### src/rtl/eco32_core_lsu_dcu_pkg.sv
`default_nettype none
// ============================================================================
//  Module      : eco32_core_lsu_dcu_pkg
//  Description : Shared definitions for the LSU data-cache unit: descriptor
//                field positions, miss-handler state encoding, line geometry.
//  Revision    : 1.0  initial release
// ============================================================================
package eco32_core_lsu_dcu_pkg;

    localparam int LINE_OFS_W  = 6;
    localparam int DESC_W      = 39;

    // Descriptor field positions
    localparam int ASID_LSB    = 32;
    localparam int ASID_MSB    = 35;
    localparam int ADDR_LSB    = 11;
    localparam int ADDR_MSB    = 31;
    localparam int VALID_BIT   = 10;
    localparam int AV_BIT      = 9;
    localparam int LOCKED_BIT  = 8;
    localparam int TAG_BIT     = 7;
    localparam int WRT_BIT     = 6;
    localparam int PID_LSB     = 4;
    localparam int PID_MSB     = 5;
    localparam int PERM_LSB    = 0;
    localparam int PERM_MSB    = 3;

    typedef enum logic [2:0] {
        ST_IDLE   = 3'd0,
        ST_LOCK   = 3'd1,
        ST_WBACK  = 3'd2,
        ST_FILL   = 3'd3,
        ST_UPDATE = 3'd4,
        ST_DONE   = 3'd5
    } mhu_state_t;

    // Build a descriptor; tag and wrt are always cleared by the miss handler.
    function automatic logic [DESC_W-1:0] make_desc(
        input logic [3:0]  asid,
        input logic [20:0] addr_hi,
        input logic        valid,
        input logic        av,
        input logic        locked,
        input logic [1:0]  pid,
        input logic [3:0]  perm
    );
        logic [DESC_W-1:0] d;
        d                      = '0;
        d[ASID_MSB:ASID_LSB]   = asid;
        d[ADDR_MSB:ADDR_LSB]   = addr_hi;
        d[VALID_BIT]           = valid;
        d[AV_BIT]              = av;
        d[LOCKED_BIT]          = locked;
        d[TAG_BIT]             = 1'b0;
        d[WRT_BIT]             = 1'b0;
        d[PID_MSB:PID_LSB]     = pid;
        d[PERM_MSB:PERM_LSB]   = perm;
        return d;
    endfunction

endpackage
`default_nettype wire

### src/rtl/eco32_core_lsu_dcu_victim.sv
`default_nettype none
// ============================================================================
//  Module      : eco32_core_lsu_dcu_victim
//  Description : Victim way selection (first empty way, else per-thread
//                round-robin) and the per-thread round-robin state.
//  Revision    : 1.0  initial release
// ============================================================================
module eco32_core_lsu_dcu_victim (
    input  logic       clk,
    input  logic       rst_n,
    input  logic       tid,
    input  logic [1:0] way_empty,
    input  logic       toggle,
    input  logic       toggle_tid,
    output logic       victim,
    output logic       from_rr
);

    logic [1:0] r_rr;

    // Pick an empty way if any, otherwise fall back to this thread's rr bit
    always_comb begin
        victim  = 1'b0;
        from_rr = 1'b0;
        if (way_empty[0]) begin
            victim = 1'b0;
        end else if (way_empty[1]) begin
            victim = 1'b1;
        end else begin
            victim  = r_rr[tid];
            from_rr = 1'b1;
        end
    end

    // Advance the owning thread's rr pointer once its refill completes
    always_ff @(posedge clk or negedge rst_n) begin
        if (!rst_n) begin
            r_rr <= 2'b00;
        end else if (toggle) begin
            r_rr[toggle_tid] <= ~r_rr[toggle_tid];
        end
    end

endmodule
`default_nettype wire

### src/rtl/eco32_core_lsu_dcu_mhu.sv
`default_nettype none
// ============================================================================
//  Module      : eco32_core_lsu_dcu_mhu
//  Description : Data-cache miss handling unit. Classifies stage-b1 results
//                and runs the lock / write-back / fill / update sequence.
//  Revision    : 1.0  initial release
// ============================================================================
module eco32_core_lsu_dcu_mhu
    import eco32_core_lsu_dcu_pkg::*;
#(
    parameter int PAGE_ADDR_WIDTH = 5
) (
    input  logic                       clk,
    input  logic                       rst_n,
    input  logic                       i_stb,
    input  logic                       i_tid,
    input  logic [1:0]                 i_pid,
    input  logic [3:0]                 i_asid,
    input  logic [3:0]                 i_perm,
    input  logic [31:0]                i_v_addr,
    input  logic [1:0]                 i_way_hit,
    input  logic [1:0]                 i_way_miss,
    input  logic [1:0]                 i_way_locked,
    input  logic [1:0]                 i_way_empty,
    input  logic [1:0]                 i_way_wrt,
    input  logic [1:0]                 i_way_exc,
    input  logic [31:0]                i_way0_v_addr,
    input  logic [31:0]                i_way1_v_addr,
    output logic                       o_hit,
    output logic                       o_hit_way,
    output logic                       o_retry,
    output logic                       o_exc,
    output logic                       o_done,
    output logic                       o_busy,
    output logic                       mem_req_stb,
    output logic                       mem_req_wr,
    output logic [31:0]                mem_req_addr,
    input  logic                       mem_ack,
    output logic [1:0]                 wr_pt_stb,
    output logic                       wr_pt_tid,
    output logic [PAGE_ADDR_WIDTH-1:0] wr_pt_page,
    output logic [DESC_W-1:0]          wr_pt_descriptor
);

    localparam int LINE_W = 32 - LINE_OFS_W;

    mhu_state_t                 r_state, w_state;
    logic                       w_hit, w_hit_way, w_retry, w_exc, w_done;
    logic                       w_mem_stb, w_mem_wr;
    logic [31:0]                w_mem_addr;
    logic [1:0]                 w_pt_stb;
    logic                       w_pt_tid;
    logic [PAGE_ADDR_WIDTH-1:0] w_pt_page;
    logic [DESC_W-1:0]          w_pt_desc;

    // Captured request context
    logic [LINE_W-1:0]          r_line, w_line;
    logic [LINE_W-1:0]          r_vic_line, w_vic_line;
    logic [3:0]                 r_asid, w_asid, r_perm, w_perm;
    logic [1:0]                 r_pid, w_pid;
    logic                       r_victim, w_victim_q;
    logic                       r_dirty, w_dirty;
    logic                       r_from_rr, w_from_rr_q;

    logic                       w_victim, w_from_rr, w_toggle;
    logic                       w_unused;

    assign w_unused = ^{i_way_miss, i_v_addr[LINE_OFS_W-1:0],
                        i_way0_v_addr[LINE_OFS_W-1:0], i_way1_v_addr[LINE_OFS_W-1:0]};
    assign w_toggle = (r_state == ST_UPDATE) && r_from_rr;
    assign o_busy   = (r_state != ST_IDLE);

    eco32_core_lsu_dcu_victim u_victim (
        .clk        (clk),
        .rst_n      (rst_n),
        .tid        (i_tid),
        .way_empty  (i_way_empty),
        .toggle     (w_toggle),
        .toggle_tid (wr_pt_tid),
        .victim     (w_victim),
        .from_rr    (w_from_rr)
    );

    // Next-state and next-output logic; every registered output is computed here
    always_comb begin
        w_state     = r_state;
        w_hit       = 1'b0;
        w_hit_way   = 1'b0;
        w_retry     = 1'b0;
        w_exc       = 1'b0;
        w_done      = 1'b0;
        w_mem_stb   = mem_req_stb;
        w_mem_wr    = mem_req_wr;
        w_mem_addr  = mem_req_addr;
        w_pt_stb    = 2'b00;
        w_pt_tid    = wr_pt_tid;
        w_pt_page   = wr_pt_page;
        w_pt_desc   = wr_pt_descriptor;
        w_line      = r_line;
        w_vic_line  = r_vic_line;
        w_asid      = r_asid;
        w_perm      = r_perm;
        w_pid       = r_pid;
        w_victim_q  = r_victim;
        w_dirty     = r_dirty;
        w_from_rr_q = r_from_rr;

        if (r_state != ST_IDLE) begin
            w_retry = i_stb;
        end

        case (r_state)
            ST_IDLE: begin
                if (i_stb) begin
                    if (|i_way_exc) begin
                        w_exc = 1'b1;
                    end else if (|i_way_hit) begin
                        w_hit     = 1'b1;
                        w_hit_way = ~i_way_hit[0];
                    end else if (|i_way_locked) begin
                        w_retry = 1'b1;
                    end else begin
                        w_retry     = 1'b1;
                        w_state     = ST_LOCK;
                        w_line      = i_v_addr[31:LINE_OFS_W];
                        w_asid      = i_asid;
                        w_perm      = i_perm;
                        w_pid       = i_pid;
                        w_victim_q  = w_victim;
                        w_from_rr_q = w_from_rr;
                        w_dirty     = i_way_wrt[w_victim];
                        w_vic_line  = w_victim ? i_way1_v_addr[31:LINE_OFS_W]
                                               : i_way0_v_addr[31:LINE_OFS_W];
                        w_pt_stb    = w_victim ? 2'b10 : 2'b01;
                        w_pt_tid    = i_tid;
                        w_pt_page   = i_v_addr[PAGE_ADDR_WIDTH+LINE_OFS_W-1:LINE_OFS_W];
                        w_pt_desc   = make_desc(i_asid, i_v_addr[ADDR_MSB:ADDR_LSB],
                                                1'b1, 1'b0, 1'b1, i_pid, i_perm);
                    end
                end
            end
            ST_LOCK: begin
                w_state    = r_dirty ? ST_WBACK : ST_FILL;
                w_mem_stb  = 1'b1;
                w_mem_wr   = r_dirty;
                w_mem_addr = r_dirty ? {r_vic_line, {LINE_OFS_W{1'b0}}}
                                     : {r_line, {LINE_OFS_W{1'b0}}};
            end
            ST_WBACK: begin
                if (mem_ack) begin
                    w_state    = ST_FILL;
                    w_mem_wr   = 1'b0;
                    w_mem_addr = {r_line, {LINE_OFS_W{1'b0}}};
                end
            end
            ST_FILL: begin
                if (mem_ack) begin
                    w_state   = ST_UPDATE;
                    w_mem_stb = 1'b0;
                    w_pt_stb  = r_victim ? 2'b10 : 2'b01;
                    w_pt_desc = make_desc(r_asid, r_line[LINE_W-1:ADDR_LSB-LINE_OFS_W],
                                          1'b1, 1'b1, 1'b0, r_pid, r_perm);
                end
            end
            ST_UPDATE: begin
                w_state = ST_DONE;
                w_done  = 1'b1;
            end
            default: begin
                w_state = ST_IDLE;
            end
        endcase
    end

    // State, output and request-context registers
    always_ff @(posedge clk or negedge rst_n) begin
        if (!rst_n) begin
            r_state          <= ST_IDLE;
            o_hit            <= 1'b0;
            o_hit_way        <= 1'b0;
            o_retry          <= 1'b0;
            o_exc            <= 1'b0;
            o_done           <= 1'b0;
            mem_req_stb      <= 1'b0;
            mem_req_wr       <= 1'b0;
            mem_req_addr     <= '0;
            wr_pt_stb        <= 2'b00;
            wr_pt_tid        <= 1'b0;
            wr_pt_page       <= '0;
            wr_pt_descriptor <= '0;
            r_line           <= '0;
            r_vic_line       <= '0;
            r_asid           <= '0;
            r_perm           <= '0;
            r_pid            <= '0;
            r_victim         <= 1'b0;
            r_dirty          <= 1'b0;
            r_from_rr        <= 1'b0;
        end else begin
            r_state          <= w_state;
            o_hit            <= w_hit;
            o_hit_way        <= w_hit_way;
            o_retry          <= w_retry;
            o_exc            <= w_exc;
            o_done           <= w_done;
            mem_req_stb      <= w_mem_stb;
            mem_req_wr       <= w_mem_wr;
            mem_req_addr     <= w_mem_addr;
            wr_pt_stb        <= w_pt_stb;
            wr_pt_tid        <= w_pt_tid;
            wr_pt_page       <= w_pt_page;
            wr_pt_descriptor <= w_pt_desc;
            r_line           <= w_line;
            r_vic_line       <= w_vic_line;
            r_asid           <= w_asid;
            r_perm           <= w_perm;
            r_pid            <= w_pid;
            r_victim         <= w_victim_q;
            r_dirty          <= w_dirty;
            r_from_rr        <= w_from_rr_q;
        end
    end

endmodule
`default_nettype wire
### config.mk
export PLATFORM = sky130hd
export DESIGN_NAME = eco32_core_lsu_dcu_mhu
export DESIGN_NICKNAME = d
export VERILOG_FILES = /design/src/rtl/eco32_core_lsu_dcu_pkg.sv /design/src/rtl/eco32_core_lsu_dcu_victim.sv /design/src/rtl/eco32_core_lsu_dcu_mhu.sv
export SDC_FILE = /design/constraint.sdc
export NUM_CORES = 1
export LEC_CHECK = 0
export ABC_AREA = 1
export BUFFER_PORTS_ARGS = -buffer_cell sky130_fd_sc_hd__buf_4
export CAP_MARGIN = 20
export CORE_AREA = 2 2 124 186
export DETAILED_ROUTE_END_ITERATION = 12
export DIE_AREA = 0 0 126 188
export SLEW_MARGIN = 15
export SYNTH_ARGS = -nofsm -noshare
export SYNTH_HDL_FRONTEND = slang
export SYNTH_SLANG_ARGS = --single-unit
### constraint.sdc
create_clock -name clk -period 1.4 [get_ports clk]
set_clock_uncertainty 0.05 [all_clocks]
set_input_delay 0.14 -clock clk [delete_from_list [all_inputs] [get_ports clk]]
set_output_delay 0.14 -clock clk [all_outputs]
set_load 0.03 [all_outputs]
After elaboration in Yosys (flattened, before gate mapping)
Cells that the tools add are included.

storage, ports and cells
  register bits after elaboration = 156
  logic and storage cells = 115
  input port bits = 123
  output and inout bits = 87

cells by class
  bitwise operators = 5
  multiplexer cells = 59
  order comparisons = 4
  equal/unequal tests = 10
  reduce and logical (&&, ||, !) cells = 15

operators with widths
  cell                number
  $mux 39             5
  $pmux 39 s2         1
  $mux 32             2
  $pmux 32 s2         1
  $mux 1              30
  $mux 26             1
  $mux 3              6
  $pmux 3 s5          1
  $mux 2              7
  $ne 2x2->1 const B  6
  $reduce_and 6->1    2
  $eq 3x2->1 const B  2
  $lt 1x2->1 const B  3
  $reduce_bool 2->1   3
  $reduce_or 2->1     3
  $not 1->1           5
  $reduce_and 5->1    1
  $pmux 1 s2          2
  $pmux 2 s2          1
  $reduce_and 2->1    2
  $eq 3x1->1 const B  1
  $eq 3x3->1 const B  1
  $logic_not 3->1     1
  $reduce_bool 3->1   1
  4 further kinds     5

Longest topological paths before layout
Gate-level depths: netlist of the first run.

  depth in word-level cells = 10
  mapped depth = 10
  gate-level depth less buffers = 8

Cells and area by module
From an unflattened synthesis of the first run, not the netlist that was laid out.

second synthesis, totals
  cell total of the unflattened synthesis = 791
  area, all modules = 6695.2 sq um

by module, submodules not included
  module                     area an instance (sq um)  instances  sequential area each (sq um)  cells an instance
  eco32_core_lsu_dcu_mhu     6581.3                    1          3453.3                        775
  eco32_core_lsu_dcu_victim  113.9                     1          50.0                          16

Worst setup path after synthesis of the first run
No wires, ideal clock.

  path type = register to register
  start point = register r_state[1]
  end point = register r_line[10]
  library setup time = 121 ps
  required time = 1229 ps
  period minus slack after synthesis = 1533 ps
  data arrival time = 1362 ps
  path buffers = 2
  cell stages (with the launch flop) = 7
  path slack = -133 ps
  cells stage by stage = dfrtp_1 nor2_1 nand2_2 nor3_2 buf_4 buf_2 o21ai_1

on the way
  longest elaborated chain between the ends = 2

ends and longest elaborated chain
  item                        line                           RTL
  start: declaration          eco32_core_lsu_dcu_mhu.sv:47   mhu_state_t r_state, w_state;
  start signal: assignment    eco32_core_lsu_dcu_mhu.sv:200  r_state <= w_state;
  $logic_not 3->1             eco32_core_lsu_dcu_mhu.sv:112  case (r_state)
  $reduce_and 5->1 (no line)  -
  end signal: assignment      eco32_core_lsu_dcu_mhu.sv:213  r_line <= w_line;
  end: declaration            eco32_core_lsu_dcu_mhu.sv:57   logic [LINE_W-1:0] r_line, w_line;

Every way passes these cells.
A chain may end at the register's enable or synchronous reset.

Worst setup path in the final report of the first run
  start point = register r_state[1]
  end point = register r_line[20]

The elaborated chain is that of the path after synthesis.

==> results of run 1 <==
-- final cells by class --
| cell class | count | area, um^2 | share of cell area [%] |
|---|---|---|---|
| clock buffers | 21 | 460.4 | 4.409 |
| clock inverters | 10 | 116.4 | 1.114 |
| inverters | 57 | 216.5 | 2.073 |
| multi-input cells | 576 | 2681 | 25.68 |
| flip-flops and latches | 140 | 3503 | 33.55 |
| well taps | 276 | 345.3 | 3.307 |
| repair buffers | 331 | 3119 | 29.87 |
-- worst min-delay path, delay by kind of cell --
| family | cells | cell delay [ps] |
|---|---|---|
| and+or+nand+nor | 4 | 240 |
| buffers and inverters | 1 | 70 |
-- stage by stage --
step	power (uW)	utilization (%)
2_1_floorplan	11930	-
3_3_place_gp	15330	38.14
3_5_place_dp	15440	38.14
4_1_cts	20460	46.03
5_1_grt	22030	47.18
6_report	20660	47.18
-- per-layer routing --
| layer | wire length (um) | share of wire (%) |
|---|---|---|
| met3 | 814 | 3.9 |
| met4 | 720 | 3.4 |
| met2 | 10680 | 51 |
| met5 | 0 | 0 |
| met1 | 8875 | 42 |
-- state kept, by name (all words and copies together), names as in the netlist, 2 cells and up --
signal,flops
r_vic_line,26
wr_pt_page,4
r_line,22
wr_pt_stb,2
r_perm,4
r_state,3
u_victim.r_rr,2
r_asid,4
wr_pt_descriptor,34
r_pid,2
mem_req_addr,26
-- cells in the final DEF, fill, tap and decap left out, types with 4 or more instances in the layout --
cell,n
nand2_1,343
buf_4,208
dfrtp_1,140
dlygate4sd3_1,85
nand3_1,64
inv_1,52
o21ai_0,35
o21ai_1,28
nand2_2,27
o211ai_1,26
clkbuf_16,21
buf_6,13
buf_12,13
o21ai_2,11
conb_1,11
nor2_1,8
buf_16,5
inv_2,4
nor3_1,4
nand2_4,4
-- power groups by stage --
stage	Clock, uW	Sequential [uW]	Combinational [uW]
after global placement	0	6310	9020
after CTS	4540	6280	9640
after floorplan	0	7950	3980
final	4440	6290	9930
after detailed placement	0	6350	9100
after global routing	4700	6440	10900
-- kinds of logic (layout without fill, tap and decap cells) --
| group | count (synthesis) | count (layout) | share of synthesized area (%) |
|---|---|---|---|
| flip-flops | 140 | 140 | 53.67 |
| other | 1 | 11 | 0.05745 |
| XOR/XNOR | 2 | 2 | 0.2684 |
| AO/OA/AOI/OAI | 104 | 104 | 9.067 |
| buffers and inverters | 120 | 419 | 8.798 |
| AND/OR/NAND/NOR | 459 | 459 | 28.14 |
-- what timing repair did --
action                                  CTS  global route
pin swaps                                 3             8
resized for setup                        32            44
cloned                                    5             6
endpoints found under the setup margin  131           134
setup buffers                             9             2
endpoints found under the hold margin   216             0
hold buffers                             85             0
-- how the worst max path moves through the flow --
stage / startpoint / depth (start not counted) / slack [ps] / to
2_1_floorplan: r_state[1]$_DFFE_PN0P_ / 6 / -60 / r_line[10]$_DFFE_PN0P_
3_3_place_gp: r_state[1]$_DFFE_PN0P_ / 7 / -90 / r_line[8]$_DFFE_PN0P_
3_5_place_dp: r_state[1]$_DFFE_PN0P_ / 7 / -100 / r_line[12]$_DFFE_PN0P_
4_1_cts: r_state[1]$_DFFE_PN0P_ / 8 / -130 / r_line[22]$_DFFE_PN0P_
5_1_grt: r_state[1]$_DFFE_PN0P_ / 8 / -290 / wr_pt_page[0]$_DFFE_PN0P_
6_report: r_state[1]$_DFFE_PN0P_ / 8 / -200 / r_line[20]$_DFFE_PN0P_
==> summary.txt, run 1 <==
Outcome
  • Outcome: complete, but fails checks
  • Failing checks: negative setup slack

Setup path
  • Flop2flop setup slack: -200 ps
  • Critical Path Max Stage Delay: 400 ps
  • Crit path capture type: flip-flop
  • R2R cell count: 8
  • WP data required: 1700 ps
  • Arr. time, crit path: 1900 ps
  • Startpoint types: flip-flop
  • R2R Path Start: r_state[1]$_DFFE_PN0P_
  • Most used cell along the critical path: buf_12
  • Cell type of the slowest stage on the worst timing path: dfrtp_1
  • CP Buf/Inv Count: 3
  • RR Endpoint: r_line[20]$_DFFE_PN0P_
  • Peak fanout along the critical path: 7
  • Critical path class: flip-flop to flip-flop
  • Worst-path cell chain: nor2_1 > nand2_2 > nor3_4 > buf_12 > buf_12 > clkbuf_16 > nand2_1 > o21ai_1
  • Delay-heaviest family, CP: simple AND/OR/NAND/NOR gates

Floorplan
  • Die Span X: 126 um
  • Die ar.: 23,690 um^2
  • # IOs: 210
  • Die H: 188 um
  • Initial Utilization: 29.49%
  • Num rows: 67
  • Core area: about 22,000 um^2

Synth
  • Top cell types by occurrence after synthesis: nand2_1, dfrtp_1, nand3_1, o21ai_0, inv_1
  • Ys flop type: dfrtp_1
  • Yosys reg bits: 140
  • Post-synth EDFFs: 0
  • Top area cells in the synthesized netlist: dfrtp_1, nand2_1, nand3_1
  • Seq/Total Area, Yosys: 53.67%
  • Top-count cell post-synth: nand2_1
  • Synthesized instance count: slightly above 800
  • Yosys warning total: 0
  • Area leader, netlist: dfrtp_1
  • Synth async-reset ratio: 100.0%
  • Top-area cell type share of the netlist area: 53.67%
  • Netlist cell types: 25
  • Post-Syn Area: 6528 um^2
  • Avg Cell Area, Syn: about 8 um^2

Clocking
  • Later-pin clock latency in the skew report: 430 ps
  • Root Buffer: clkbuf_16
  • TritonCTS Buffers: 17
  • Clock sink count: between 100 and 150
  • Max clock buf depth: 2
  • Clock slew at reported path FFs: 60 ps
  • TritonCTS clock tree: done
  • H-tree depth: 4

Placement
  • IO buf count: 178
  • Placed cell areas: approximately 8400 um^2
  • Placed Cells: roughly 1,300
  • Pre-CTS WS: -104.4 ps
  • Post-DP HPWL: about 13,000 um
  • Routability cong.: just under 0.8

Timing
  • Hold WS: 10.96 ps
  • Slew Viols, Final: 0
  • Tcrit/Tclk final: 114.2%
  • Tmin final: ~1600 ps
  • PnR worst setup slack: -198.1 ps
  • Final setup viols: 127
  • Fin Setup TNS: -17,320 ps
  • Peak Freq: 0.6257 GHz
  • RSZ-0062 raised after global routing: true
  • Final hold violation count: 0

Global routing
  • Largest net degree at the start of global routing: 46
  • First-pass GRT wire length: between 30,000 and 40,000 um
  • Initial antenna violation count: 0
  • Total track usage: 17.33%
  • Remaining global-route overflow: 0
  • M3 GR Usage: about 3.1%
  • Number of global-route vias before repair: 6,444
  • Busiest grt layer: met2
  • Met2 usage: 29.94%
  • Grt met1 use: between 20% and 30%

Routing
  • Via/cell ratio: between 4 and 5
  • DR vias: ~6,300
  • DRC viols: 0
  • DRT Wirelength: 21,090 um
  • TritonRoute pass-1 iters: 4
  • DRT iter0 DRCs: 294
  • Final ANT Viol Nets: 0
  • Drt wl/cell: 14.95 um

Cells and area
  • Final instance area: roughly 10,000 um^2
  • Synthesis-to-finish area growth: 59.98%
  • Antenna diodes: 0
  • Fillers: 2,114
  • Nets: 1,246
  • Share of layout cells above drive strength 1: between 20 and 30%
  • Fin cells: 1,411

Pwr
  • Worst VDD drop: about 0.93 mV
  • Pwr dens: 1978 nW/um^2
  • Switch share: about 41%
  • Leakage power: 0.005493 uW
  • Gate power share: 48.0%
  • Switching power: 8542 uW
  • Reg power frac: 30.4%
  • Clock Power Share: between 20 and 25%
  • Internal power: 12,120 uW

Hold path
  • Worst hold path class: input pin to flip-flop
  • Hold EP: r_vic_line[18]$_DFFE_PN0P_
  • Worst Hold Launch: i_way1_v_addr[24]
  • Hold Path Depth: 5

Flow run
  • Max Cap Viol: 0
Note: power is estimated with default switching activity, not from simulation.
==> inputs of run 2 (changes only) <==
--- a/config.mk
+++ b/config.mk
@@ -11,6 +11,7 @@
 export CORE_AREA = 2 2 124 186
 export DETAILED_ROUTE_END_ITERATION = 12
 export DIE_AREA = 0 0 126 188
+export MAX_ROUTING_LAYER = met4
 export SLEW_MARGIN = 15
 export SYNTH_ARGS = -nofsm -noshare
 export SYNTH_HDL_FRONTEND = slang
==> run 2 against run 1 <==
  * The run still ends with negative setup slack left
  * Design area down 0.29%
  * Cell count down 0.14%
  * Via count down 0.16%
  * Routed wire length down 2.1%
  * Utilization down 0.14 points
  * Count of clock-buffer cells in the layout unchanged
  * Fmax up 0.36%
  * Total power down 1.2%
  * Sequential share of layout area up 0.097 points
  * Combinational power down 2.3%
  * Critical path depth unchanged
  * Clock power about the same
==> summary.txt, run 2 (synthesized netlist as in run 1, its figures left out) <==
Global routing
  • Initial antenna violation count: 0 (unchanged)
  • First-pass GRT wire length: 32,790 um (was 32,690 um)
  • Remaining global-route overflow: 0 (unchanged)
  • Number of global-route vias before repair: 6,460 (was 6,444)
  • Largest net degree at the start of global routing: 46 (unchanged)
  • Total track usage: 17.90% (was 17.33%)

Cells and area
  • Largest registers: wr_pt_descriptor (34), mem_req_addr (26), r_vic_line (26) (unchanged)
  • Commonest non-fill, non-tap cells in the layout: nand2_1, buf_4, dfrtp_1, dlygate4sd3_1, nand3_1 (unchanged)
  • Max FFs per register: 34 (unchanged)
  • Antenna diodes: 0 (unchanged)
  • Fin cells: 1,409 (was 1,411)
  • Largest Register: wr_pt_descriptor (unchanged)
  • Synthesis-to-finish area growth: 59.52% (was 59.98%)
  • Fin util: 47.05% (was 47.18%)
  • Nets: 1,244 (was 1,246)
  • Final instance area: 10,410 um^2 (was 10,440 um^2)
  • Share of layout cells above drive strength 1: 29.30% (was 29.34%)
  • Commonest non-fill, non-tap cell in the layout: nand2_1 (unchanged)

Floorplan
  • Num rows: 67 (unchanged)
  • Die Span X: 126 um (unchanged)
  • Core area: 22,130 um^2 (unchanged)
  • Die ar.: 23,690 um^2 (unchanged)
  • Die H: 188 um (unchanged)
  • # IOs: 210 (unchanged)
  • Initial Utilization: 29.49% (unchanged)

Timing
  • Tmin final: 1592 ps (was 1598 ps)
  • Final hold violation count: 0 (unchanged)
  • Slew Viols, Final: 0 (unchanged)
  • Tcrit/Tclk final: 113.7% (was 114.2%)
  • RSZ-0062 raised after global routing: true (unchanged)
  • PnR worst setup slack: -192.3 ps (was -198.1 ps)
  • Final setup viols: 127 (unchanged)
  • Peak Freq: 0.6280 GHz (was 0.6257 GHz)

Clocking
  • Later-pin clock latency in the skew report: 430 ps (about the same)
  • H-tree depth: 4 (unchanged)
  • Max clock buf depth: 2 (unchanged)
  • TritonCTS clock tree: done (unchanged)
  • Clock slew at reported path FFs: 60 ps (about the same)
  • Root Buffer: clkbuf_16 (unchanged)
  • TritonCTS Buffers: 17 (unchanged)
  • Clock sink count: 140 (unchanged)

Setup path
  • CP Launch Point: r_state[1]$_DFFE_PN0P_ (unchanged)
  • R2R cell count: 8 (unchanged)
  • Peak fanout along the critical path: 7 (unchanged)
  • Cell type of the slowest stage on the worst timing path: dfrtp_1 (unchanged)
  • Worst-path cell chain: nor2_1 > nand2_2 > nor3_4 > buf_12 > buf_12 > clkbuf_16 > nand2_1 > o21ai_1 (unchanged)
  • Critical path class: flip-flop to flip-flop (unchanged)
  • Most used cell along the critical path: buf_12 (unchanged)
  • Arr. time, crit path: 1900 ps (about the same)
  • CP Buf/Inv Count: 3 (unchanged)
  • Flop2flop setup slack: -190 ps (was -200 ps)
  • Critical path depth in cells: 8 (unchanged)
  • Critical Path Max Stage Delay: 400 ps (about the same)
  • Delay-heaviest family, CP: simple AND/OR/NAND/NOR gates (unchanged)
  • End of the critical path: r_line[20]$_DFFE_PN0P_ (unchanged)
  • WP data required: 1700 ps (about the same)
  • Startpoint types: flip-flop (unchanged)
  • R2R Path Start: r_state[1]$_DFFE_PN0P_ (unchanged)
  • Crit path capture type: flip-flop (unchanged)
  • RR Endpoint: r_line[20]$_DFFE_PN0P_ (unchanged)

Routing
  • DRT Wirelength: 20,650 um (was 21,090 um)
  • TritonRoute pass-1 iters: 4 (unchanged)
  • DRT iter0 DRCs: 294 (unchanged)
  • Final ANT Viol Nets: 0 (unchanged)
  • DR vias: 6,329 (was 6,339)
  • Via/cell ratio: 4.492 (was 4.493)
  • DRC viols: 0 (unchanged)
  • Drt wl/cell: 14.65 um (was 14.95 um)

Placement
  • Routability cong.: 0.7935 (was 0.7827)
  • Post-DP HPWL: 13,400 um (unchanged)
  • Placed Cells: 1,273 (unchanged)
  • Placed cell areas: 8441 um^2 (unchanged)
  • IO buf count: 178 (unchanged)

Flow run
  • Max Cap Viol: 0 (unchanged)

Pwr
  • Pwr dens: 1961 nW/um^2 (was 1978 nW/um^2)
  • Worst VDD drop: 0.9360 mV (was 0.9282 mV)
  • Leakage power: 0.005476 uW (was 0.005493 uW)

Outcome
  • Outcome: complete, but fails checks (unchanged)
  • Failing checks: negative setup slack (unchanged)

Hold path
  • Worst hold path class: input pin to flip-flop (unchanged)
[run 2: changes by cell type in the layout (fill, tap and decap cells not counted), sizes merged]
cell,change
clkbuf,-1
buf,-1
[run 2: cell type report]
type,count,area (um^2)
timing repair buffer,329,3079
multi-input combinational,576,2694
inverter,57,214.0
tap,276,345.3
clock buffer,21,460.4
sequential,140,3503
fill,2116,11720
clock inverter,10,116.4
[run 2: metal layers]
layer	wire, um	vias up	global-route usage, %
met5	0	-	-
met4	709	0	8.073
met3	793	48	3.110
met2	10440	175	30.00
met1	8705	2918	20.92
li1	-	3188	-
[run 2: power by group]
part	switching, uW	internal, uW
combinational	5910	3790
sequential	777	5500
clock	1730	2700
[run 2: repair_timing]
action,in CTS,in global routing
endpoints found under the setup margin,131,134
hold endpoints to repair,216,0
pin swaps,3,10
cloned,5,4
hold buffers,85,0
gates resized for setup,32,43
buffers inserted,9,2
[run 2: through the flow]
stage / setup slack (ps) / hold slack, ps / TNS, ps / total power (uW)
floorplan: -57.40 / -205.6 / -4467 / 11930
global placement: -88.08 / 17.54 / -4324 / 15330
detailed placement: -104.4 / 16.89 / -5985 / 15440
CTS: -134.5 / 1.994 / -10990 / 20460
global route: -285.2 / 35.44 / -28450 / 21810
finish: -192.3 / 17.08 / -15620 / 20410
[run 2: how the worst min path moves through the flow]
stage / start / to / slack, ps / cells past startpoint
after CTS: i_way1_v_addr[28] / r_vic_line[22]$_DFFE_PN0P_ / 2 / 5
after global routing: i_way1_v_addr[14] / r_vic_line[8]$_DFFE_PN0P_ / 40 / 5
final: i_way1_v_addr[24] / r_vic_line[18]$_DFFE_PN0P_ / 20 / 5
after detailed placement: rst_n / o_done$_DFF_PN0_ / 20 / 1
after global placement: rst_n / o_done$_DFF_PN0_ / 20 / 1
after floorplan: rst_n / mem_req_addr[10]$_DFFE_PN0P_ / -210 / 0
[run 2: worst min-delay path: cells and delay by family]
kind | cells | cell delay (ps)
buffers and inverters | 1 | 70
AND/OR/NAND/NOR | 4 | 250
==> inputs of run 3 (changes only) <==
--- a/config.mk
+++ b/config.mk
@@ -8,9 +8,9 @@
 export ABC_AREA = 1
 export BUFFER_PORTS_ARGS = -buffer_cell sky130_fd_sc_hd__buf_4
 export CAP_MARGIN = 20
-export CORE_AREA = 2 2 124 186
+export CORE_AREA = 2 2 151 153
 export DETAILED_ROUTE_END_ITERATION = 12
-export DIE_AREA = 0 0 126 188
+export DIE_AREA = 0 0 153 155
 export MAX_ROUTING_LAYER = met4
 export SLEW_MARGIN = 15
 export SYNTH_ARGS = -nofsm -noshare
==> run 3 against run 2 <==
  * Design area up 3.7%
  * Worst setup slack better by 35 ps
  * Total power rose by 2.7%
  * Non-clock buffer count unchanged
  * Count of clock-buffer cells in the layout is the same
  * Sequential share of layout area is 1.2 points lower
  * First-iteration DRC count grew 19%
  * Via count shrank 0.93%
  * Cell count increased by 0.50%
  * Largest power group unchanged
  * Utilization grew 1.5 points
  * Sequential cell count did not move
  * The flow still finishes with violations (negative setup slack)
  * Register-to-register slack improved by 30 ps
==> summary.txt, run 3 (synthesized netlist as in run 1, its figures left out) <==
Timing
  • RSZ-0062 raised after global routing: true (unchanged)
  • Hold WS: 7.600 ps (was 17.08 ps)
  • Rel. slew slack: 65.03%
  • Final setup viols: 125 (was 127)
  • Tmin final: 1558 ps (was 1592 ps)
  • PnR worst setup slack: -157.8 ps (was -192.3 ps)
  • Tcrit/Tclk final: 111.3% (was 113.7%)
  • Worst-margin pin slew: 524.5 ps
  • Final hold violation count: 0 (unchanged)
  • Peak Freq: 0.6419 GHz (was 0.6280 GHz)
  • Slew Viols, Final: 0 (unchanged)

Setup path
  • R2R cell count: 8 (unchanged)
  • Cell type of the slowest stage on the worst timing path: dfrtp_2 (was dfrtp_1)
  • Most used cell along the critical path: nand2_1 (was buf_12)
  • WP data required: 1660 ps (was 1700 ps)
  • Delay-heaviest family, CP: simple AND/OR/NAND/NOR gates (unchanged)
  • Arr. time, crit path: 1810 ps (was 1900 ps)
  • CP Launch Point: r_state[0]$_DFFE_PN0P_ (was r_state[1]$_DFFE_PN0P_)
  • R2R Path Start: r_state[0]$_DFFE_PN0P_ (was r_state[1]$_DFFE_PN0P_)
  • Peak fanout along the critical path: 10 (was 7)
  • Startpoint types: flip-flop (unchanged)
  • Flop2flop setup slack: -160 ps (was -190 ps)
  • Critical path class: flip-flop to flip-flop (unchanged)
  • End of the critical path: wr_pt_descriptor[27]$_DFFE_PN0P_ (was r_line[20]$_DFFE_PN0P_)
  • RR Endpoint: wr_pt_descriptor[27]$_DFFE_PN0P_ (was r_line[20]$_DFFE_PN0P_)
  • Worst-path cell chain: nand2_1 > nor3_2 > buf_4 > nor2_4 > nand3_4 > clkbuf_16 > nand2_1 > nand2_1 (was nor2_1 > nand2_2 > nor3_4 > buf_12 > buf_12 > clkbuf_16 > nand2_1 > o21ai_1)
  • Critical Path Max Stage Delay: 450 ps (was 400 ps)
  • Crit path capture type: flip-flop (unchanged)
  • CP Buf/Inv Count: 2 (was 3)
  • Critical path depth in cells: 8 (unchanged)

Floorplan
  • Die H: 155 um (was 188 um)
  • Core area: 22,230 um^2 (was 22,130 um^2)
  • Die ar.: 23,720 um^2 (was 23,690 um^2)
  • Num rows: 55 (was 67)
  • # IOs: 210 (unchanged)
  • Die Span X: 153 um (was 126 um)
  • Initial Utilization: 29.37% (was 29.49%)

Pwr
  • Clock Power Share: 19.6% (was 21.7%)
  • Leakage power: 0.005658 uW (was 0.005476 uW)
  • Pwr dens: 1942 nW/um^2 (was 1961 nW/um^2)
  • Worst VDD drop: 1.022 mV (was 0.9360 mV)
  • Switch share: 41.69% (was 41.24%)
  • Reg power frac: 30.4% (was 30.8%)
  • Switching power: 8743 uW (was 8418 uW)
  • Final Total Pwr: 20,970 uW (was 20,410 uW)
  • Internal power: 12,230 uW (was 12,000 uW)
  • Gate power share: 50.0% (was 47.5%)

Routing
  • Via/cell ratio: 4.428 (was 4.492)
  • DR WL met2: 10,440 um (about the same)
  • Met3 wire len: 722 um (was 793 um)
  • DRC viols: 0 (unchanged)
  • Drt wl/cell: 15.00 um (was 14.65 um)
  • M1 WL: 9747 um (was 8705 um)
  • Final ANT Viol Nets: 0 (unchanged)
  • Top Metal Used: met4 (unchanged)
  • DRT Wirelength: 21,240 um (was 20,650 um)
  • DRT iter0 DRCs: 350 (was 294)
  • TritonRoute pass-1 iters: 5 (was 4)
  • DR vias: 6,270 (was 6,329)

Global routing
  • Number of global-route vias before repair: 5,880 (was 6,460)
  • Remaining global-route overflow: 0 (unchanged)
  • Initial antenna violation count: 0 (unchanged)
  • Total track usage: 17.14% (was 17.90%)
  • Largest net degree at the start of global routing: 87 (was 46)
  • First-pass GRT wire length: 31,190 um (was 32,790 um)

Hold path
  • Hold Path Depth: 5 (unchanged)
  • Worst hold path class: input pin to flip-flop (unchanged)

Outcome
  • Outcome: complete, but fails checks (unchanged)
  • Failing checks: negative setup slack (unchanged)

Clocking
  • TritonCTS Buffers: 17 (unchanged)
  • Clock slew at reported path FFs: 60 ps (about the same)
  • H-tree depth: 4 (unchanged)
  • TritonCTS clock tree: done (unchanged)
  • Max clock buf depth: 2 (unchanged)
  • Clock sink count: 140 (unchanged)
  • Later-pin clock latency in the skew report: 420 ps (was 430 ps)
  • Root Buffer: clkbuf_16 (unchanged)

Cells and area
  • Fillers: 2,054 (was 2,116)
  • Nets: 1,244 (unchanged)
  • Synthesis-to-finish area growth: 65.44% (was 59.52%)
  • Share of layout cells above drive strength 1: 34.48% (was 29.30%)
  • Largest Register: wr_pt_descriptor (unchanged)
  • Largest registers: wr_pt_descriptor (34), mem_req_addr (26), r_vic_line (26) (unchanged)
  • Commonest non-fill, non-tap cells in the layout: nand2_1, buf_4, dfrtp_1, dlygate4sd3_1, nand3_1 (unchanged)
  • Antenna diodes: 0 (unchanged)
  • Max FFs per register: 34 (unchanged)
  • Commonest non-fill, non-tap cell in the layout: nand2_1 (unchanged)

Placement
  • IO buf count: 178 (unchanged)
  • Post-DP HPWL: 13,200 um (was 13,400 um)
  • Routability cong.: 0.7970 (was 0.7935)

Flow run
  • Max Cap Viol: 0 (unchanged)
## run 3: cell types whose count changed in the layout (fill, tap and decap cells not counted), moves of 13 or more
cell	delta
nand2_4	+14
o21ai_1	-13
nand2_2	+16
o21ai_2	+17
nand2_1	-31
## run 3: worst register-to-register path: cells and delay by family, from the launching register on
family	cells	cell delay [ps]
and+or+nand+nor	6	580
DFF	1	450
buffers and inverters	2	360
## run 3: metal layers
layer / vias to the layer above / track usage [%]
met5: - / -
met4: 0 / 6.041
met3: 21 / 2.618
met2: 161 / 26.93
met1: 2909 / 22.72
li1: 3179 / -
## run 3: how the worst min path moves through the flow
stage,start,endpoint,slack [ps]
after floorplan,rst_n,mem_req_addr[10]$_DFFE_PN0P_,-210
after global placement,rst_n,wr_pt_descriptor[10]$_DFFE_PN0P_,100
after detailed placement,rst_n,wr_pt_descriptor[10]$_DFFE_PN0P_,90
after global routing,i_way1_v_addr[22],r_vic_line[16]$_DFFE_PN0P_,30
final,i_way1_v_addr[15],r_vic_line[9]$_DFFE_PN0P_,8
after CTS,i_way1_v_addr[21],r_vic_line[15]$_DFFE_PN0P_,0.5
## run 3: final cells by class
class | count | area (um^2) | share of cell area (%)
clock inverter | 8 | 72.57 | 0.6720
clock buffer | 21 | 450.4 | 4.171
sequential | 140 | 3506 | 32.46
inverter | 57 | 219.0 | 2.028
multi-input combinational | 576 | 2945 | 27.27
timing repair buffer | 329 | 3249 | 30.09
tap | 285 | 356.6 | 3.302
## run 3: repair_timing
action                                  CTS  global route
setup buffers                             8             9
pin swaps                                 2             5
hold buffers                             80             0
endpoints found under the setup margin  132           136
hold endpoints to repair                207             0
gates resized for setup                  27           134
gates cloned                              3            13
## run 3: power groups by stage
stage          Sequential, uW  Clock (uW)  Combinational (uW)
6_report                 6380        4110               10500
5_1_grt                  6540        4420               11400
4_1_cts                  6320        4210                9630
3_5_place_dp             6370           0                8980
3_3_place_gp             6330           0                8880
2_1_floorplan            7950           0                3980
## run 3: stage by stage
step / TNS (ps) / utilization (%) / area [um^2] / setup WS (ps) / cells
2_1_floorplan: -4467 / - / 6671 / -57.40 / 836
3_3_place_gp: -7808 / 37.75 / 8392 / -98.29 / 1274
3_5_place_dp: -10570 / 37.75 / 8392 / -123.4 / 1274
4_1_cts: -8568 / 45.02 / 10010 / -120.8 / 1394
5_1_grt: -20280 / 48.58 / 10800 / -229.8 / 1416
6_report: -11860 / 48.58 / 10800 / -157.8 / 1416
